### src/rtl/gb_cpu_interrupt_ctrl.sv
// Game Boy CPU interrupt controller.
// Holds IE, IF and IME, latches peripheral requests, tracks EI/DI/RETI and
// sequences the dispatch handshake with the control unit. On dispatch it
// supplies the PC vector that the register file loads.
module gb_cpu_interrupt_ctrl #(
    parameter int unsigned NUM_IRQ  = 5,
    parameter logic [7:0]  VEC_BASE = 8'h40
) (
    input  logic               clk,
    input  logic               reset_n,
    input  logic [NUM_IRQ-1:0] irq_in,
    input  logic               ie_wr,
    input  logic               if_wr,
    input  logic [7:0]         wr_data,
    output logic [7:0]         ie_q,
    output logic [7:0]         if_q,
    input  logic               instr_boundary,
    input  logic               ei_cmd,
    input  logic               di_cmd,
    input  logic               reti_cmd,
    input  logic               int_ack,
    input  logic               int_vec_sel,
    output logic               ime,
    output logic               int_pending,
    output logic               halt_wake,
    output logic               write_interrupt_vector,
    output logic [7:0]         interrupt_vector
);

    typedef enum logic [1:0] {
        S_IDLE,
        S_DISPATCH,
        S_VECTOR
    } state_t;

    state_t             state_q;
    logic [7:0]         ie_reg_q, ie_reg_d;
    logic [NUM_IRQ-1:0] if_reg_q, if_reg_d;
    logic               ime_q, ime_d;
    logic               ei_delay_q, ei_delay_d;
    logic [7:0]         vec_q;
    logic               wiv_q;

    logic [NUM_IRQ-1:0] pend_vec;
    logic               sel_hit;
    logic [NUM_IRQ-1:0] sel_mask;
    logic [7:0]         sel_vec;
    logic               vec_take;

    assign pend_vec = ie_reg_q[NUM_IRQ-1:0] & if_reg_q;
    assign vec_take = (state_q == S_DISPATCH) && int_vec_sel;

    // Lowest set bit of the pending vector wins (VBlank highest priority)
    always_comb begin
        sel_hit  = 1'b0;
        sel_mask = '0;
        sel_vec  = 8'h00;
        for (int unsigned i = 0; i < NUM_IRQ; i++) begin
            if (pend_vec[i] && !sel_hit) begin
                sel_hit     = 1'b1;
                sel_mask[i] = 1'b1;
                sel_vec     = VEC_BASE + 8'(i * 8);
            end
        end
    end

    // Next-state for IE, IF and the IME/EI-delay pair
    always_comb begin
        ie_reg_d = ie_wr ? wr_data : ie_reg_q;

        // Write, then dispatch clear, then OR in new requests so none is lost
        if_reg_d = if_wr ? wr_data[NUM_IRQ-1:0] : if_reg_q;
        if (vec_take) begin
            if_reg_d = if_reg_d & ~sel_mask;
        end
        if_reg_d = if_reg_d | irq_in;

        ime_d      = ime_q;
        ei_delay_d = ei_delay_q;
        if (int_ack || di_cmd) begin
            ime_d      = 1'b0;
            ei_delay_d = 1'b0;
        end else if (reti_cmd) begin
            ime_d      = 1'b1;
            ei_delay_d = 1'b0;
        end else begin
            // ei_delay_q is registered, so a boundary in the EI cycle itself never counts
            if (ei_delay_q && instr_boundary) begin
                ime_d      = 1'b1;
                ei_delay_d = 1'b0;
            end
            if (ei_cmd) begin
                ei_delay_d = 1'b1;
            end
        end
    end

    // Architectural register state
    always_ff @(posedge clk) begin
        if (!reset_n) begin
            ie_reg_q   <= '0;
            if_reg_q   <= '0;
            ime_q      <= 1'b0;
            ei_delay_q <= 1'b0;
        end else begin
            ie_reg_q   <= ie_reg_d;
            if_reg_q   <= if_reg_d;
            ime_q      <= ime_d;
            ei_delay_q <= ei_delay_d;
        end
    end

    // Dispatch FSM with registered vector and one-cycle write pulse
    always_ff @(posedge clk) begin
        if (!reset_n) begin
            state_q <= S_IDLE;
            vec_q   <= '0;
            wiv_q   <= 1'b0;
        end else begin
            wiv_q <= 1'b0;
            case (state_q)
                S_IDLE: begin
                    if (int_ack && int_pending) begin
                        state_q <= S_DISPATCH;
                    end
                end
                S_DISPATCH: begin
                    if (int_vec_sel) begin
                        state_q <= S_VECTOR;
                        vec_q   <= sel_hit ? sel_vec : 8'h00;
                        wiv_q   <= 1'b1;
                    end
                end
                S_VECTOR: begin
                    state_q <= S_IDLE;
                end
                default: begin
                    state_q <= S_IDLE;
                end
            endcase
        end
    end

    assign ie_q                   = ie_reg_q;
    assign if_q                   = {{(8 - NUM_IRQ){1'b1}}, if_reg_q};
    assign ime                    = ime_q;
    assign halt_wake              = |pend_vec;
    assign int_pending            = ime_q && (|pend_vec) && (state_q == S_IDLE);
    assign write_interrupt_vector = wiv_q;
    assign interrupt_vector       = vec_q;

endmodule

### config.mk
export PLATFORM = sky130hd
export DESIGN_NAME = gb_cpu_interrupt_ctrl
export DESIGN_NICKNAME = d
export VERILOG_FILES = /design/src/rtl/gb_cpu_interrupt_ctrl.sv
export SDC_FILE = /design/constraint.sdc
export NUM_CORES = 1
export LEC_CHECK = 0
export ABC_AREA = 1
export BUFFER_PORTS_ARGS = -buffer_cell sky130_fd_sc_hd__buf_2
export CAP_MARGIN = 20
export CELL_PAD_IN_SITES_DETAIL_PLACEMENT = 1
export CELL_PAD_IN_SITES_GLOBAL_PLACEMENT = 2
export CORE_MARGIN = 4
export CORE_UTILIZATION = 22
export CTS_BUF_LIST = sky130_fd_sc_hd__clkbuf_4 sky130_fd_sc_hd__clkbuf_8 sky130_fd_sc_hd__clkbuf_16
export CTS_CLUSTER_SIZE = 10
export DETAILED_ROUTE_END_ITERATION = 10
export PLACE_DENSITY = 0.71
export SKIP_LAST_GASP = 1
export SLEW_MARGIN = 20
export SYNTH_ARGS = -nofsm -noshare
export SYNTH_HDL_FRONTEND = slang
export SYNTH_SLANG_ARGS = --single-unit
### constraint.sdc
create_clock -name clk -period 1.35 [get_ports clk]
set_input_delay 0.135 -clock clk [delete_from_list [all_inputs] [get_ports clk]]
set_output_delay 0.135 -clock clk [all_outputs]
set_load 0.01 [all_outputs]
* Word-level counts from Yosys, hierarchy flattened *
Cells that the tools add are included.

operators by class
  bitwise operators = 5
  equal/unequal tests = 3
  mux-type cells = 25
  reductions and logical operators = 23

operator list
  cell                                                             number
  8-bit 2-to-1 mux                                                 5
  1-bit 2-to-1 mux                                                 14
  5-bit bitwise AND                                                2
  5-bit 2-to-1 mux                                                 2
  1-bit logical AND                                                9
  7-bit 2-to-1 mux                                                 1
  2-bit AND reduction                                              3
  5-bit NOT                                                        1
  5-bit bitwise OR                                                 1
  5-bit OR reduction                                               1
  1-bit logical NOT                                                4
  2-bit 2-to-1 mux                                                 2
  2-bit inequality test, second input constant                     2
  2-bit one-hot mux with 2 select lines                            1
  2-bit nonzero test                                               2
  3-bit OR reduction                                               1
  2-bit by 1-bit == test with 1-bit output, second input constant  1
  2-bit logical NOT                                                1
  2-bit OR reduction                                               1
  1-bit logical OR                                                 1
  1-bit NOT                                                        1

word-level totals
  input bits = 23
  bits in registers = 26
  output and inout bits = 28

* Logic depth before layout (Yosys ltp) *
Gate-level depths: netlist (run 1).

  depth after elaboration = 18
  mapped depth = 8
  gate-level depth less buffers = 7

* Worst setup path after synthesis (run 1) *
Ideal clock, no wire load.

  kind = register to output
  start = register if_reg_q[0]
  end = output port int_pending
  required time = 1.215 ns
  arrival time = 0.934 ns
  setup slack = 0.281 ns
  cell stages (with the launch flop) = 7
  cells stage by stage = dfxtp_1 nand2_2 nand2_2 nor2_2 nand2_2 nand2_1 nor2_1

between the ends
  word-level cells in the longest chain between the ends = 4

ends and longest elaborated chain
  item                             line  text
  start: declaration               38    logic [NUM_IRQ-1:0] if_reg_q, if_reg_d;
  start signal: assignment         107   if_reg_q <= if_reg_d;
  5-bit bitwise AND                50    assign pend_vec = ie_reg_q[NUM_IRQ-1:0] & if_reg_q;
  5-bit OR reduction               n/a
  named net halt_wake              25    output logic halt_wake,
  1-bit logical AND (2 in series)  148   assign int_pending = ime_q && (|pend_vec) && (state_q == S_IDLE);
  end: declaration                 24    output logic int_pending,

The timed path passes the listed nets, and every way through them passes these cells.

* Worst setup path after layout (run 1) *
  start = register if_reg_q[3]
  end = output port int_pending

between the ends
  word-level cells in the longest chain between the ends = 4

ends and longest elaborated chain
  item                             line
  5-bit bitwise AND                50
  5-bit OR reduction               148
  1-bit logical AND (2 in series)  148

No other way between the ends.

==> flow_metrics.tcl, run 1 <==
set metrics [dict create \
    startpoint_type "register" \
    place_inst 231 \
    slew_violations 0 \
    ir_drop_v 0.0003463 \
    cts-buffers-inserted 3 \
    p_per_area_nw_per_um2 978.0 \
    synth_top_area_cell "dfxtp_1" \
    critPathArrivalTime_ps 1180 \
    pwr-share-clk 0.302 \
    fp-row-count 24 \
    endpoint_kind "output port" \
    wl_per_cell_um 12.40 \
    setup_viol 0 \
    setup_ws_ps 32.15 \
    ys_seq_elements 22 \
    path_max_fanout 4 \
    period_needed_ps 1318 \
    leakagePower_nw 0.7185 \
    dr.pass1.iters 4 \
    dp_slack_ps 155.3 \
    drive_above_1_share 0.4149 \
    setup-tns-final_ps 0 \
    dieArea_um2 5788 \
    clk_transition_reported_paths_ps 80 \
    cts_tree "done" \
    track_usage 0.1012 \
    final_nets 213 \
    via_per_inst 4.304 \
    overflow 0 \
    synth_cell_type_count 21 \
    final_cells 240 \
    detail-route-antenna-nets 0 \
    design_area_um2 1371 \
    clockBufferDepth 2 \
    area_delta_synth_final_pct 34.48 \
    holdBufCountCts 0 \
    power.share.combinational 0.172 \
    die_h_um 76.08 \
    yosysSeqAreaShare 0.4319 \
    fp.dieW_um 76.08 \
    diodes 0 \
    placement.io_buffers 43 \
    skew_ps 3.532 \
    cts.sinks 22 \
    routed_wl_um 2976 \
    switching_share 0.2705 \
    required_ps 1220 \
    synth_area_leaders "dfxtp_1, nor2_1, nand2_1" \
    hp-class "in2reg" \
    clk_latency_ps 260 \
    yosys_warnings 0 \
    status "completed" \
    antenna_found_initial 0 \
    worst-setup-path-type "reg2out" \
    netSwitchingPower_w 0.0003628 \
    grt_pass1_wl_um 4961 \
    drc_errors 0 \
    fmax_mhz 758.8 \
    io_pins 51 \
    dr_total_vias 1033 \
    synth_top_area_share 0.4319 \
    cts.htree.levels 1 \
    coreArea_um2 4414 \
    cap_violations 0 \
    p_int_w 0.0009783 \
    synth.avg_cell_area_um2 7.232 \
    placed_area_um2 1242 \
    dp.final_hpwl_um 2359 \
    hold_viol_final 0 \
    fin_crit_sh 0.9762 \
    gp_congestion 0.6848 \
    pwr-share-seq 0.526 \
    root_buffer "clkbuf_8" \
    dr.first_iter.drc_count 31 \
    netlist_area_um2 1020 \
    rsz0062_at_grt "true" \
    postSynthCellCount 141 \
    grt_pass1_vias 1076 \
    start_util 0.2310 \
    grt_max_degree 13 \
]
==> registers in the layout (all words and copies together) (netlist names) <==
name and flops:
write_interrupt_vector 1, state_q 2, ei_delay_q 1, ime 1, ie_q 8, interrupt_vector 4
if_reg_q 5
==> logic make-up after synthesis <==
family	Yosys count	share of synthesized area
AOI/OAI and AO/OA	29	0.1521
buffers and inverters	28	0.1411
DFF	22	0.4319
other	2	0.007365
and+or+nand+nor	60	0.2675
==> cell usage in the layout (no fill, tap or decap), types with 3 or more instances in the layout <==
master,n
nand2_2,6
o21ai_0,11
dfxtp_2,9
dfxtp_1,12
inv_1,16
nor2_4,3
conb_1,7
nand3_1,4
nor2_1,26
nand2_4,3
o21ai_1,5
buf_2,43
clkbuf_8,3
nand2_1,15
buf_4,6
a21oi_1,10
==> repair_timing <==
item                                    CTS  global route
pin swaps                                 0             0
endpoints found under the setup margin    1             1
gates cloned                              0             0
hold endpoints to repair                  0             0
buffers inserted                          3             3
resized for setup                        16             3
==> cell usage after synthesis <==
cell and instances:
nor2_1 26, o21ai_1 5, clkinv_1 1, nand3_2 1, inv_1 17, buf_2 1, a21oi_1 10, conb_1 2
o21ai_0 11, nor2_2 1, buf_4 8, nor2_4 2, a21oi_2 2, or2_1 1, nand3_1 4, o21a_1 1
nor3_1 1, nand2_1 18, nand2_2 6, buf_6 1, dfxtp_1 22
==> worst max-delay path: stages, from the launching register on <==
cell     delay (ps)
dfxtp_2         340
nand2_2          90
nand2_1          80
inv_1            50
nand2_2          90
nand2_1          50
nor2_1           80
buf_2           140
==> per-stage QoR <==
stage / power [W] / hold WS [ps] / util
floorplan: 0.0008401 / 213.9 / -
global placement: 0.0009174 / 317.6 / 0.2815
detailed placement: 0.0009229 / 325.0 / 0.2815
CTS: 0.001364 / 40.16 / 0.3027
global route: 0.001437 / 34.21 / 0.3107
finish: 0.001341 / 46.80 / 0.3107
==> power by group through the flow <==
stage	Combinational, W	Clock [W]	Sequential (W)
3_3_place_gp	0.000203	0	0.000714
3_5_place_dp	0.000207	0	0.000716
6_report	0.000230	0.000405	0.000706
5_1_grt	0.000260	0.000467	0.000711
2_1_floorplan	0.000114	0	0.000726
4_1_cts	0.000224	0.000434	0.000706
==> final timing paths <==
| kind | from | slack [ps] | depth (start not counted) | to |
|---|---|---|---|---|
| hold reg to reg | interrupt_vector[5] | 470 | 2 | interrupt_vector[5] |
| setup reg to reg | state_q[0] | 150 | 5 | if_reg_q[1] |
| hold / removal | reti_cmd | 50 | 2 | ei_delay_q |
| setup / recovery | if_reg_q[3] | 30 | 7 | int_pending |
==> layer usage <==
layer | wire length (µm) | up-vias | share of wire | GRT usage
li1 | - | 520 | - | -
met1 | 1283 | 478 | 0.43 | 0.1199
met2 | 1430 | 33 | 0.48 | 0.1738
met3 | 257 | 2 | 0.086 | 0.03783
met4 | 4 | 0 | 0.0013 | 0.02098
met5 | 0 | - | 0 | 0
==> cell type report <==
cell class	instances	area (µm²)
tap	52	65.06
clock buffer	3	41.29
timing repair buffer	49	260.3
fill	559	3043
sequential	22	455.4
multi-input combinational	96	481.7
inverter	18	67.56
Power figures use the tool's default switching activity.
==> run 2: changes to the inputs <==
- CORE_UTILIZATION: 22 -> 20
- CTS_CLUSTER_DIAMETER: unset -> 200
- PLACE_DENSITY: 0.71 -> 0.68
- clock period: 1.35 -> 1.2 ns (I/O delays scaled with it)
==> run 2 against run 1 <==
  * The run now ends with negative setup slack left
  * Clock-buffer cell count grew 1
  * Core utilization up 0.34 points
  * Hold slack lost 21 ps
==> flow_metrics.tcl, run 2 (synthesized netlist as in run 1, its figures left out) <==
set metrics [dict create \
    cts-buffers-inserted 3 \
    dp.final_hpwl_um 2405 \
    endpoint_kind "output port" \
    placed_area_um2 1269 \
    fill_cells 639 \
    critPathMaxStageDelay_ps 360 \
    root_buffer "clkbuf_8" \
    fin_util 0.3140 \
    setup_ws_ps -114.6 \
    slowest_stage "dfxtp_2" \
    area_delta_synth_final_pct 48.34 \
    start_util 0.2117 \
    grt_pass1_vias 1112 \
    period_needed_ps 1315 \
    required_ps 1080 \
    largest_reg_flops 8 \
    dr.pass1.iters 4 \
    dp_slack_ps -30.41 \
    final_common_cell "buf_2" \
    critPathArrivalTime_ps 1190 \
    grt_pass1_wl_um 5119 \
    crit_top_cell "nand2_4" \
    drc_errors 0 \
    cap_violations 0 \
    fin_crit_sh 1.096 \
    dr.first_iter.drc_count 27 \
    top_layer "met4" \
    antenna_found_initial 0 \
    fp.dieW_um 79.41 \
    startpoint_type "register" \
    gp_congestion 0.6890 \
    hold_viol_final 0 \
    regToRegSetupSlack_ps 50 \
    p_total_w 0.001647 \
    route.met2.wl_um 1623 \
    coreArea_um2 4817 \
    diodes 0 \
    design_area_um2 1513 \
    clk_latency_ps 260 \
    wl_per_cell_um 12.58 \
    multi_input_area_um2 511.7 \
    ff_latch_area_um2 452.9 \
    ir_drop_v 0.0007099 \
    met3_length_um 272 \
    detail-route-antenna-nets 0 \
    cts.sinks 22 \
    final_cell_mix "buf_2, nor2_1, buf_4" \
    clockBufferDepth 2 \
    setup-tns-final_ps -220.8 \
    violations "negative setup slack" \
    cts_tree "done" \
    overflow 0 \
    holdBufCountCts 0 \
    dr_total_vias 1063 \
    skew_ps 7.134 \
    clk_transition_reported_paths_ps 80 \
    via_per_inst 3.981 \
    p_per_area_nw_per_um2 1089 \
    slew_violations 0 \
    rsz0062_at_grt "true" \
    dieArea_um2 6305 \
    io_pins 51 \
    final_nets 224 \
    met1_length_um 1447 \
    grt_max_degree 13 \
    setup_viol 2 \
    track_usage 0.1029 \
    placement.io_buffers 43 \
    worst-setup-path-type "reg2out" \
    fp-row-count 25 \
    path_cells "nand2_4 > nand2_4 > nor2_4 > nand2_2 > nand2_1 > nor2_1 > buf_2" \
    hp-class "in2reg" \
    drive_above_1_share 0.4600 \
    path_max_fanout 4 \
    fmax_mhz 760.7 \
    leakagePower_nw 0.7852 \
    routed_wl_um 3360 \
    die_h_um 79.41 \
    status "finished with violations" \
    cts.htree.levels 1 \
]
run 2: path summary, 6_finish.rpt:
path / cells past startpoint / start / end
worst min register to register: 2 / interrupt_vector[5] / interrupt_vector[5]
worst min-delay path: 2 / reti_cmd / ei_delay_q
worst max-delay path: 7 / if_reg_q[0] / int_pending
worst max register to register: 5 / state_q[0] / if_reg_q[1]
run 2: through the flow:
step | hold slack, ps | std cells
after global placement | 304.0 | 247
after global routing | 25.22 | 267
after floorplan | 198.9 | 146
final | 26.30 | 267
after CTS | 22.53 | 262
after detailed placement | 312.1 | 247
run 2: area by class of cell:
type / instances / area share
Clock buffer: 4 / 0.03639
Inverter: 18 / 0.04467
Multi-Input combinational cell: 97 / 0.3383
Sequential cell: 22 / 0.2994
Tap cell: 67 / 0.05542
Timing Repair Buffer: 59 / 0.2258
run 2: layer usage:
metal	vias to the layer above	GRT usage
met5	-	0
met4	0	0.02062
met3	2	0.04289
met2	37	0.1843
met1	482	0.1137
li1	542	-
run 2: where the power goes:
group          switching (W)  leakage (nW)  total (W)  internal, W
Sequential         0.0000279         0.183   0.000796     0.000769
Clock               0.000243        0.0288   0.000536     0.000292
Combinational       0.000168         0.573   0.000315     0.000148
Total               0.000439         0.785    0.00165      0.00121
run 2: timing repair:
action | 4_1_cts | 5_1_grt
cloned | 0 | 1
pin swaps | 5 | 9
setup buffers | 11 | 5
endpoints found under the setup margin | 4 | 9
resized for setup | 17 | 7
run 2: critical path, delay by kind of cell, from the launching register on:
family	cells	cell delay [ps]
buffers and inverters	1	130
AND/OR/NAND/NOR	6	420
flip-flops	1	360
